## config.mk

```make
export PLATFORM = sky130hd
export DESIGN_NAME = boolean_sweep_ctrl
export DESIGN_NICKNAME = d
export VERILOG_FILES = /design/src/rtl/boolean_sweep_ctrl.sv
export SDC_FILE = /design/constraint.sdc
export NUM_CORES = 1
export LEC_CHECK = 0
export CORE_ASPECT_RATIO = 1.75
export CORE_MARGIN = 4
export CORE_UTILIZATION = 50
export DETAILED_ROUTE_END_ITERATION = 8
export PLACE_DENSITY_LB_ADDON = 0.15
export SLEW_MARGIN = 40
export SYNTH_ARGS = -nofsm -noshare
export SYNTH_HDL_FRONTEND = slang
export SYNTH_SLANG_ARGS = --single-unit
```

## constraint.sdc

```tcl
create_clock -name Clock -period 5 [get_ports Clock]
set_input_delay 0.5 -clock Clock [delete_from_list [all_inputs] [get_ports Clock]]
set_output_delay 0.5 -clock Clock [all_outputs]
set_load 0.05 [all_outputs]
```

## src/rtl/boolean_sweep_ctrl.sv

```systemverilog
// ---------------------------------------------------------------------------
// boolean_sweep_ctrl
//
// Exhaustively exercises a 3-input Boolean circuit. A sweep walks the input
// index idx = {A,B,C} from 0 to 7. For each index the inputs are held for
// SETTLE_CYCLES cycles, then F is sampled for one cycle and compared against
// the truth table latched from Expected when the sweep was accepted.
//
// Handshake: a sweep is accepted when Start is high and Abort is low while the
// block is idle. Busy is high for the whole sweep. Done pulses for exactly one
// cycle when a sweep completes, and Captured/FailMask/Pass are valid from that
// cycle on. They hold until the next accepted Start. An aborted sweep produces
// no Done pulse.
//
// Ports
//   Clock       in   rising-edge clock
//   Reset       in   synchronous, active-high reset
//   Start       in   request one sweep (honoured only in IDLE)
//   Abort       in   stop a sweep in progress; beats Start in IDLE
//   Expected    in   [7:0] expected truth table, bit index {A,B,C}
//   F           in   output of the circuit under test
//   A, B, C     out  inputs driven into the circuit under test
//   Busy        out  high in SETTLE and SAMPLE
//   Done        out  one-cycle completion pulse
//   Pass        out  last completed sweep had no mismatches
//   Captured    out  [7:0] sampled F per combination
//   FailMask    out  [7:0] Captured XOR latched Expected
//   dbg_state_o out  [1:0] current FSM state, for observation
// ---------------------------------------------------------------------------
module boolean_sweep_ctrl #(
    parameter int unsigned SETTLE_CYCLES = 2
) (
    input  logic       Clock,
    input  logic       Reset,
    input  logic       Start,
    input  logic       Abort,
    input  logic [7:0] Expected,
    input  logic       F,
    output logic       A,
    output logic       B,
    output logic       C,
    output logic       Busy,
    output logic       Done,
    output logic       Pass,
    output logic [7:0] Captured,
    output logic [7:0] FailMask,
    output logic [1:0] dbg_state_o
);

    typedef enum logic [1:0] {
        IDLE   = 2'd0,
        SETTLE = 2'd1,
        SAMPLE = 2'd2,
        DONE   = 2'd3
    } state_t;

    localparam logic [3:0] WCNT_LAST = 4'(SETTLE_CYCLES - 1);

    state_t     state_q, state_d;
    logic [2:0] idx_q, idx_d;
    logic [3:0] wcnt_q, wcnt_d;
    logic [7:0] exp_q, exp_d;
    logic [7:0] cap_q, cap_d;
    logic [7:0] fm_q, fm_d;
    logic       pass_q, pass_d;
    logic [2:0] abc_q, abc_d;
    logic       busy_q, busy_d;
    logic       done_q, done_d;

    always_comb begin
        state_d = state_q;
        idx_d   = idx_q;
        wcnt_d  = wcnt_q;
        exp_d   = exp_q;
        cap_d   = cap_q;
        fm_d    = fm_q;
        pass_d  = pass_q;

        unique case (state_q)
            IDLE: begin
                if (Start && !Abort) begin
                    exp_d   = Expected;
                    idx_d   = 3'd0;
                    wcnt_d  = 4'd0;
                    cap_d   = 8'h00;
                    fm_d    = 8'h00;
                    pass_d  = 1'b0;
                    state_d = SETTLE;
                end
            end
            SETTLE: begin
                if (Abort) begin
                    wcnt_d  = 4'd0;
                    pass_d  = 1'b0;
                    state_d = IDLE;
                end else if (wcnt_q == WCNT_LAST) begin
                    wcnt_d  = 4'd0;
                    state_d = SAMPLE;
                end else begin
                    wcnt_d  = wcnt_q + 4'd1;
                end
            end
            SAMPLE: begin
                // Abort wins over the sample update so the partial results
                // stay exactly as they were before this cycle.
                if (Abort) begin
                    pass_d  = 1'b0;
                    state_d = IDLE;
                end else begin
                    cap_d[idx_q] = F;
                    fm_d[idx_q]  = F ^ exp_q[idx_q];
                    if (idx_q == 3'd7) begin
                        // Pass is evaluated on the mask that already includes
                        // the last sample, so it is valid alongside Done.
                        pass_d  = (fm_d == 8'h00);
                        state_d = DONE;
                    end else begin
                        idx_d   = idx_q + 3'd1;
                        state_d = SETTLE;
                    end
                end
            end
            DONE: begin
                state_d = IDLE;
            end
            default: begin
                state_d = IDLE;
            end
        endcase

        // Outputs are registered: derive them from the next state so they
        // line up with the state they describe.
        busy_d = (state_d == SETTLE) || (state_d == SAMPLE);
        abc_d  = busy_d ? idx_d : 3'b000;
        done_d = (state_d == DONE);
    end

    always_ff @(posedge Clock) begin
        if (Reset) begin
            state_q <= IDLE;
            idx_q   <= 3'd0;
            wcnt_q  <= 4'd0;
            exp_q   <= 8'h00;
            cap_q   <= 8'h00;
            fm_q    <= 8'h00;
            pass_q  <= 1'b0;
            abc_q   <= 3'b000;
            busy_q  <= 1'b0;
            done_q  <= 1'b0;
        end else begin
            state_q <= state_d;
            idx_q   <= idx_d;
            wcnt_q  <= wcnt_d;
            exp_q   <= exp_d;
            cap_q   <= cap_d;
            fm_q    <= fm_d;
            pass_q  <= pass_d;
            abc_q   <= abc_d;
            busy_q  <= busy_d;
            done_q  <= done_d;
        end
    end

    assign {A, B, C}   = abc_q;
    assign Busy        = busy_q;
    assign Done        = done_q;
    assign Pass        = pass_q;
    assign Captured    = cap_q;
    assign FailMask    = fm_q;
    assign dbg_state_o = state_q;

endmodule

```

# Word-level counts from Yosys, hierarchy flattened
# Index checks and enable logic that the tools add are counted.
# Widths: inputs -> output; s select.
totals:
  ff_bits: 39
  in_bits: 13
  output_inout_bits: 24
  elab_cells: 72
classes:
  n_addsub: 2
  magnitude_cmp: 2
  eq_ne: 12
  muxes: 30
  bitwise_logic: 2
  n_reduce_logical: 14
ops:
  columns: ["cell", "n"]
  rows:
  - ["$pmux 8 s2", 2]
  - ["$mux 8", 3]
  - ["$bwmux 8", 2]
  - ["$mux 4", 3]
  - ["$mux 2", 5]
  - ["$mux 3", 3]
  - ["$eq 2x2->1 const B", 4]
  - ["$logic_not 8->1", 1]
  - ["$pmux 2 s4", 1]
  - ["$pmux 4 s2", 1]
  - ["$mux 1", 6]
  - ["$ne 2x2->1 const B", 3]
  - ["$pmux 3 s2", 1]
  - ["$add 4x1->4 const B", 1]
  - ["$eq 2x1->1 const B", 2]
  - ["$eq 4x1->1 const B", 1]
  - ["$lt 3x4->1 const B", 1]
  - ["$reduce_and 2->1", 2]
  - ["$reduce_and 4->1", 1]
  - ["$reduce_bool 2->1", 2]
  - ["$add 3x1->3 const B", 1]
  - ["$bmux 1 s3", 1]
  - ["$demux 1 s3", 1]
  - ["$eq 3x3->1 const B", 1]
  - ["12 further kinds", 13]

# Logic depth before layout (Yosys ltp)
# Gate-level depths: netlist of run 1.
depth:
  depth_word: 9
  mapped_depth: 7
  mapped_depth_nobuf: 7

# Worst setup path before layout of run 1
# Ideal clock, no wire load.
synth_timing:
  kind: "register to register"
  startpoint: "reg state_q[0], in the netlist dbg_state_o[0]"
  endpoint: "reg cap_q[6], in the netlist Captured[6]"
  setup_ps: 116
  arrival_time_ps: 1796
  path_slack_ps: 3087
  path_stages_with_launch: 7
  path_buffers: 2
  period_less_slack_ps: 1913
  cell_sequence: "dfxtp_1 -> buf_2 -> or4b_1 -> buf_4 -> a21oi_2 -> mux2i_1 -> nor2_1"
synth_via:
  elab_chain_len: 3
  word_cells_on_any_way: 7
  cone_classes: "eq/ne (3); mux (1); reduce/logical (3)"
synth_rtl:
  columns: ["element", "line", "text"]
  rows:
  - ["start: declaration", "59", "state_t state_q, state_d;"]
  - ["start signal: assignment", "151", "state_q <= state_d;"]
  - ["$eq 2x2->1 / $logic_not 2->1 (equally long branches)", "79", "unique case (state_q)"]
  - ["$ne 2x2->1 (no source line) / $reduce_bool 2->1 (equally long branches)", null, null]
  - ["$reduce_and 3->1 (no source line)", null, null]
  - ["end signal: assignment", "155", "cap_q <= cap_d;"]
  - ["end: declaration", "63", "logic [7:0] cap_q, cap_d;"]
# Parallel ways exist; a longest one is shown, timed or not.
# A chain may end at the register's enable or synchronous reset.

# Final worst setup path of run 1
layout_timing:
  startpoint: "in Abort"
  endpoint: "reg abc_q[2]"
layout_via:
  elab_chain_len: 8
  word_cells_on_any_way: 14
  cone_classes: "eq/ne (2); mux (7); bitwise (1); reduce/logical (4)"
layout_rtl:
  columns: ["element", "line", "text"]
  rows:
  - ["start: declaration", "36", "input logic Abort,"]
  - ["$logic_not 1->1", "81", "if (Start && !Abort) begin"]
  - ["$logic_and 1x1->1", "81", null]
  - ["$mux 2", "81", null]
  - ["$pmux 2 s4", "79", null]
  - ["$eq 2x1->1 / $eq 2x2->1 (equally long branches)", "133", "busy_d = (state_d == SETTLE) || (state_d == SAMPLE);"]
  - ["$logic_or 1x1->1", "133", null]
  - ["$not 1->1 (no source line)", null, null]
  - ["$reduce_or 2->1 (no source line)", null, null]
  - ["end signal: assignment", "147", "abc_q <= 3'b000;"]
  - ["end signal: assignment", "158", "abc_q <= abc_d;"]
  - ["end: declaration", "66", "logic [2:0] abc_q, abc_d;"]
# Parallel ways exist; a longest one is shown, timed or not.

==> out/qor.tcl, run 1 <==
set qor(outcome) {finished clean}
set qor(power_switching_share_pct) 22.6
set qor(number_of_top_level_design_ports) 37
set qor(most_common_cell_in_the_netlist) {sky130_fd_sc_hd__dfxtp_1}
set qor(whs_path_depth) 2
set qor(cellLeakagePower_nw) 0.853
set qor(post_drt_wl_per_cell_um) 14.7
set qor(slew_viol_final) 0
set qor(path_clk_slew_ps) 80
set qor(hold_viol) 0
set qor(via_count) 1768
set qor(critPathSlowestCell) {sky130_fd_sc_hd__or4b_1}
set qor(antenna_cells) 0
set qor(core_sq_um) 3870
set qor(final.hold.worst_slack_ps) 455
set qor(pwr-share-clk_pct) 42.0
set qor(synth.largest_area_cell) {sky130_fd_sc_hd__dfxtp_1}
set qor(origin_of_the_worst_min_delay_path) {exp_q[6]}
set qor(cts_htree_levels) 2
set qor(period_minus_slack_ps) 2420
set qor(r2r-end) {Pass}
set qor(hpwl_um) 3180
set qor(synth.distinct_cells) 45
set qor(cp-end-kind) {register}
set qor(critical_path.max_stage_delay_ps) 810
set qor(design.final.nets) 278
set qor(cts.hold.buffers_added) 0
set qor(antenna_found_initial) 0
set qor(gp_congestion) 0.774
set qor(drt_pass1_iterations) 5
set qor(floorplan.initialDensity_pct) 51.5
set qor(rr_worst_depth) 3
set qor(top_post_synthesis_cells_by_area) {sky130_fd_sc_hd__dfxtp_1, sky130_fd_sc_hd__a21oi_1, sky130_fd_sc_hd__nand2_1}
set qor(switchingPower_uw) 146
set qor(portBuffers) 36
set qor(ys_dominant_reg_cell) {sky130_fd_sc_hd__dfxtp_1}
set qor(fp.dieArea_sq_um) 5100
set qor(synth.yosys.warnings) 0
set qor(critical_setup_path_kind) {in -> reg}
set qor(seq_area_frac_synth_pct) 39.2
set qor(tritoncts) {done}
set qor(ctsLongestPathBuffers) 2
set qor(period_share_pct) 48.3
set qor(ctsRootBufferMaster) {sky130_fd_sc_hd__clkbuf_8}
set qor(post_layout_nonfiller_instances) 310
set qor(dieHeight_um) 91.5
set qor(async_reset_ff_share_pct) 0
set qor(synthesis.area_sq_um) 1990
set qor(crit_path_max_fanout) 13
set qor(syn_to_final_growth_pct) 23.0
set qor(grtUsageTotal_pct) 18.9
set qor(mappedNetlistNets) 252
set qor(postSynthRegisterBits) 39
set qor(clk_latency_ps) 290
set qor(setup_viol_count_final) 0
set qor(first_global_vias) 1725
set qor(p_per_area_nw_per_um2) 263
set qor(worst_slew_margin_rel_pct) 51.6
set qor(power.combinational.fraction_pct) 8.5
set qor(postRouteWirelength_um) 4550
set qor(synth_enable_flop_cells) 0
set qor(worst_slew_pin_slew_ps) 723
set qor(site_rows) 30
set qor(max-vdd-ir-drop_v) 0.000224
set qor(maxCapViolations) 0
set qor(vias_per_cell) 5.70
set qor(rsz_0062_raised_after_global_routing) {no}
set qor(final_layout_size_suffix_gt1_share_pct) 8.02
set qor(finalSetupTns_ps) 0
set qor(min_path_type) {reg -> reg}
set qor(power_frac_seq_pct) 49.5
set qor(cts_resized) 0
set qor(num-fill-cells) 366
set qor(netlist_top_cells_count) {sky130_fd_sc_hd__dfxtp_1, sky130_fd_sc_hd__nand2_1, sky130_fd_sc_hd__a21oi_1, sky130_fd_sc_hd__nor2_1, sky130_fd_sc_hd__o21ai_0}
set qor(syn_inst) 235
set qor(postCtsSetupRepairBufs) 0
set qor(grt_max_degree) 38
set qor(final.setup_skew_ps) 4.20
set qor(grt_first_pass_wirelength_um) 7790
set qor(max_freq_mhz) 414
set qor(reg2reg_from) {idx_q[2]}
set qor(die_w_um) 55.7
set qor(holdPathEnd) {exp_q[6]}
set qor(postRouteAntennaNets) 0
set qor(intPower_uw) 499
set qor(power.total_uw) 645
set qor(cp.required_ps) 5190
set qor(first_iter_violations) 63
set qor(yosys.area.top_type_share_pct) 39.2
set qor(critical_path_at_ps) 2600
set qor(globalRoute.totalOverflow) 0
set qor(drc) 0
set qor(core_occupancy_in_the_finished_layout_pct) 63.4
set qor(reg2reg_slack_ps) 2930
set qor(cp_cell_sequence) {clkdlybuf4s50_1 > or4b_1 > nand2b_1 > nor2_1 > and2_1}
set qor(numPlacedInstances) 302
set qor(mean_area_per_synthesized_cell_sq_um) 8.48
set qor(cts.sink_count) 39
set qor(number_of_cts_inserted_buffers) 5
set qor(timing.critical_path.from_type) {input pin}
## registers in the layout (all words and copies together) (netlist names)
register,cells
abc_q,3
wcnt_q,4
exp_q,8
idx_q,3
Done,1
dbg_state_o,2
Busy,1
Captured,8
FailMask,8
Pass,1
## stage by stage
step           instance area [sq um]  worst slack [ps]
6_report                        2450              2580
5_1_grt                         2450              2470
4_1_cts                         2450              2580
3_5_place_dp                    2330              2280
3_3_place_gp                    2330              2310
2_1_floorplan                   1990              3090
## power groups by stage
stage | Sequential, mW | Combinational [mW] | Clock, mW
2_1_floorplan | 0.329 | 0.0338 | 0
3_3_place_gp | 0.326 | 0.0549 | 0
3_5_place_dp | 0.327 | 0.0553 | 0
4_1_cts | 0.319 | 0.0555 | 0.279
5_1_grt | 0.320 | 0.0607 | 0.291
6_report | 0.319 | 0.0551 | 0.271
## critical path, delay by kind of cell
family | cells | cell delay [ps]
and+or+nand+nor | 4 | 1460
buffers and inverters | 1 | 640
## area by class of cell
class	instances	area [sq um]	area share (%)
Clock inverter	2	35.0	1.43
Inverter	8	30.0	1.23
Tap cell	48	60.1	2.45
Sequential cell	39	782	31.9
Clock buffer	6	82.6	3.37
Multi-Input combinational cell	170	1090	44.6
Timing Repair Buffer	37	368	15.0
## worst max-delay path by stage
stage                         startpoint     endpoint  slack [ps]  cells past startpoint
final                              Abort     abc_q[2]        2580                      5
after global routing               Abort     abc_q[2]        2470                      5
after CTS                          Abort     abc_q[2]        2580                      5
after detailed placement           Abort     abc_q[2]        2280                      5
after global placement             Abort     abc_q[2]        2310                      5
after floorplan           dbg_state_o[0]  Captured[6]        3090                      6
## layer usage
| layer | vias to the layer above | global-route usage, % | wire length [um] |
|---|---|---|---|
| met3 | 2 | 4.13 | 231 |
| li1 | 880 | - | - |
| met2 | 48 | 34.8 | 2410 |
| met4 | 0 | 6.69 | 36 |
| met5 | - | 0 | 0 |
| met1 | 838 | 20.6 | 1870 |
## layout by cell type (no fill, tap or decap), types with 6 or more instances in the layout
cell type,instances
sky130_fd_sc_hd__a21oi_1,24
sky130_fd_sc_hd__clkbuf_8,6
sky130_fd_sc_hd__clkdlybuf4s50_1,36
sky130_fd_sc_hd__dfxtp_1,38
sky130_fd_sc_hd__inv_1,8
sky130_fd_sc_hd__mux2i_1,6
sky130_fd_sc_hd__nand2_1,26
sky130_fd_sc_hd__nand2b_1,7
sky130_fd_sc_hd__nand3_1,6
sky130_fd_sc_hd__nor2_1,18
sky130_fd_sc_hd__nor2b_1,10
sky130_fd_sc_hd__o21ai_0,11
## logic make-up (layout without fill, tap and decap cells)
family | count (synthesis) | in the layout | share of synthesized area [%]
AND/OR/NAND/NOR | 93 | 93 | 25.1
AO/OA/AOI/OAI | 61 | 61 | 20.2
flip-flops | 39 | 39 | 39.2
buffers and inverters | 26 | 53 | 5.97
multiplexers | 9 | 9 | 5.28
adder cells (fa/ha/maj) | 4 | 4 | 2.51
XOR/XNOR | 3 | 3 | 1.70
(Power assumes the default switching activity.)
==> run 2: changes to the inputs <==
==> constraint.sdc (replaced) <==
create_clock -name Clock -period 2.5 [get_ports Clock]
set_input_delay 0.25 -clock Clock [delete_from_list [all_inputs] [get_ports Clock]]
set_output_delay 0.25 -clock Clock [all_outputs]
set_load 0.05 [all_outputs]
==> out/qor.tcl, run 2 (synthesis gave the netlist of run 1 again) <==
set qor(first_global_vias) 1797 ;# was 1,725
set qor(fp.dieArea_sq_um) 5100 ;# unchanged
set qor(worst_slew_pin_slew_ps) 539 ;# was 723 ps
set qor(site_rows) 30 ;# unchanged
set qor(antenna_found_initial) 0 ;# unchanged
set qor(period_minus_slack_ps) 2090
set qor(final_area_sq_um) 2520 ;# was 2450 sq um
set qor(die_w_um) 55.7 ;# unchanged
set qor(postCtsSetupRepairBufs) 0 ;# unchanged
set qor(rr_worst_depth) 4 ;# was 3
set qor(clk_latency_ps) 290 ;# about the same
set qor(critical_path_buf_inv_count) 1 ;# unchanged
set qor(ctsRootBufferMaster) {sky130_fd_sc_hd__clkbuf_8} ;# unchanged
set qor(post_drt_wl_per_cell_um) 14.2 ;# was 14.7 um
set qor(cts.sink_count) 39 ;# unchanged
set qor(dieHeight_um) 91.5 ;# unchanged
set qor(min_path_type) {reg -> reg} ;# unchanged
set qor(timing.critical_path.from_type) {register} ;# was input pin
set qor(cellLeakagePower_nw) 0.897 ;# was 0.853 nW
set qor(postLayoutSetupSlackWorst_ps) 410 ;# was 2580 ps
set qor(critical_path.max_stage_delay_ps) 900 ;# was 810 ps
set qor(postRouteAntennaNets) 0 ;# unchanged
set qor(gp_congestion) 0.829 ;# was 0.774
set qor(syn_to_final_growth_pct) 26.3 ;# was 23.0%
set qor(core_occupancy_in_the_finished_layout_pct) 65.1 ;# was 63.4%
set qor(slew_viol_final) 0 ;# unchanged
set qor(crit_path_max_fanout) 16 ;# was 13
set qor(path_clk_slew_ps) 70 ;# was 80 ps
set qor(max-vdd-ir-drop_v) 0.000344 ;# was 0.000224 V
set qor(number_of_cts_inserted_buffers) 5 ;# unchanged
set qor(final.setup_skew_ps) 5.40 ;# was 4.20 ps
set qor(critPathSlowestCell) {sky130_fd_sc_hd__clkdlybuf4s50_1} ;# was sky130_fd_sc_hd__or4b_1
set qor(design.final.nets) 287 ;# was 278
set qor(final.hold.worst_slack_ps) 455 ;# about the same
set qor(cts.hold.buffers_added) 0 ;# unchanged
set qor(reg2reg_slack_ps) 540 ;# was 2930 ps
set qor(holdPathEnd) {exp_q[6]} ;# unchanged
set qor(grt_first_pass_wirelength_um) 8180 ;# was 7790 um
set qor(cp.required_ps) 2250 ;# was 5190 ps
set qor(worst_slew_margin_rel_pct) 64.0 ;# was 51.6%
set qor(period_share_pct) 83.6
set qor(critical_path_at_ps) 1840 ;# was 2600 ps
set qor(cp_cell_sequence) {clkdlybuf4s50_1} ;# was clkdlybuf4s50_1 > or4b_1 > nand2b_1 > nor2_1 > and2_1
set qor(final_layout_size_suffix_gt1_share_pct) 10.7 ;# was 8.02%
set qor(origin_of_the_worst_min_delay_path) {exp_q[6]} ;# unchanged
set qor(first_iter_violations) 63 ;# unchanged
set qor(layout.cells.most_common) {sky130_fd_sc_hd__dfxtp_1} ;# unchanged
set qor(critPathTopFamily) {buffers and inverters} ;# was simple AND/OR/NAND/NOR gates
set qor(postPlaceCellArea_sq_um) 2400 ;# was 2330 sq um
set qor(via_count) 1804 ;# was 1,768
set qor(cts_htree_levels) 2 ;# unchanged
set qor(globalRoute.totalOverflow) 0 ;# unchanged
set qor(drc) 0 ;# unchanged
set qor(cts_resized) 0 ;# unchanged
set qor(reg2reg_from) {dbg_state_o[1]} ;# was idx_q[2]
set qor(finalSetupTns_ps) 0 ;# unchanged
set qor(hpwl_um) 3310 ;# was 3180 um
set qor(floorplan.initialDensity_pct) 51.5 ;# unchanged
set qor(cp-end-kind) {output port} ;# was register
set qor(grtUsageTotal_pct) 19.6 ;# was 18.9%
set qor(r2r-end) {FailMask[5]} ;# was Pass
set qor(whs_path_depth) 2 ;# unchanged
set qor(post_layout_nonfiller_instances) 319 ;# was 310
set qor(maxCapViolations) 0 ;# unchanged
set qor(num-fill-cells) 354 ;# was 366
set qor(drt_pass1_iterations) 4 ;# was 5
set qor(vias_per_cell) 5.66 ;# was 5.70
set qor(timing.critical_path.from) {dbg_state_o[1]} ;# was Abort
set qor(tritoncts) {done} ;# unchanged
set qor(antenna_cells) 0 ;# unchanged
set qor(critical_setup_path_kind) {reg -> out} ;# was in -> reg
set qor(setup_viol_count_final) 0 ;# unchanged
set qor(number_of_top_level_design_ports) 37 ;# unchanged
set qor(power.total_mw) 1.29 ;# was 645 uW
set qor(preCtsSetupSlack_ps) 393 ;# was 2280 ps
set qor(numPlacedInstances) 311 ;# was 302
set qor(outcome) {finished clean} ;# unchanged
set qor(postRouteWirelength_um) 4540 ;# was 4550 um
set qor(max_freq_mhz) 479
set qor(portBuffers) 36 ;# unchanged
set qor(rsz_0062_raised_after_global_routing) {no} ;# unchanged
set qor(mostFrequentLayoutCells) {sky130_fd_sc_hd__dfxtp_1, sky130_fd_sc_hd__clkdlybuf4s50_1, sky130_fd_sc_hd__nand2_1} ;# unchanged
set qor(ctsLongestPathBuffers) 2 ;# unchanged
set qor(hold_viol) 0 ;# unchanged
set qor(p_per_area_nw_per_um2) 514 ;# was 263 nW/um^2
set qor(grt_max_degree) 27 ;# was 38
set qor(core_sq_um) 3870 ;# unchanged
## run 2: cell count changes in the layout (fill, tap and decap cells not counted), sizes merged
cell | previous run | this run
buf | 1 | 10
## run 2: worst max-delay path by stage
stage / end / slack, ps / cells past startpoint
floorplan: Captured[6] / 590 / 6
global placement: FailMask[6] / 420 / 5
detailed placement: FailMask[6] / 390 / 5
CTS: dbg_state_o[1] / 400 / 1
global route: dbg_state_o[1] / 340 / 1
finish: dbg_state_o[1] / 410 / 1
## run 2: final cells by class
type	count	area (sq um)	area share [%]
sequential	39	781	31.0
clock inverter	2	35.0	1.39
timing repair buffer	46	435	17.3
inverter	8	30.0	1.19
tap	48	60.1	2.39
clock buffer	6	82.6	3.28
multi-input combinational	170	1090	43.4
## run 2: layer usage
layer	share of wire, %	vias up	global-route usage, %
li1	-	895	-
met1	42	843	23.7
met2	52	55	34.2
met3	4.3	11	3.13
met4	1.8	0	7.51
met5	0	-	0
## run 2: where the power goes
part	total [mW]	internal (mW)	switching, mW	leakage (nW)
logic	0.120	0.0525	0.0672	0.520
clock network	0.536	0.323	0.214	0.0612
registers	0.638	0.631	0.00711	0.315
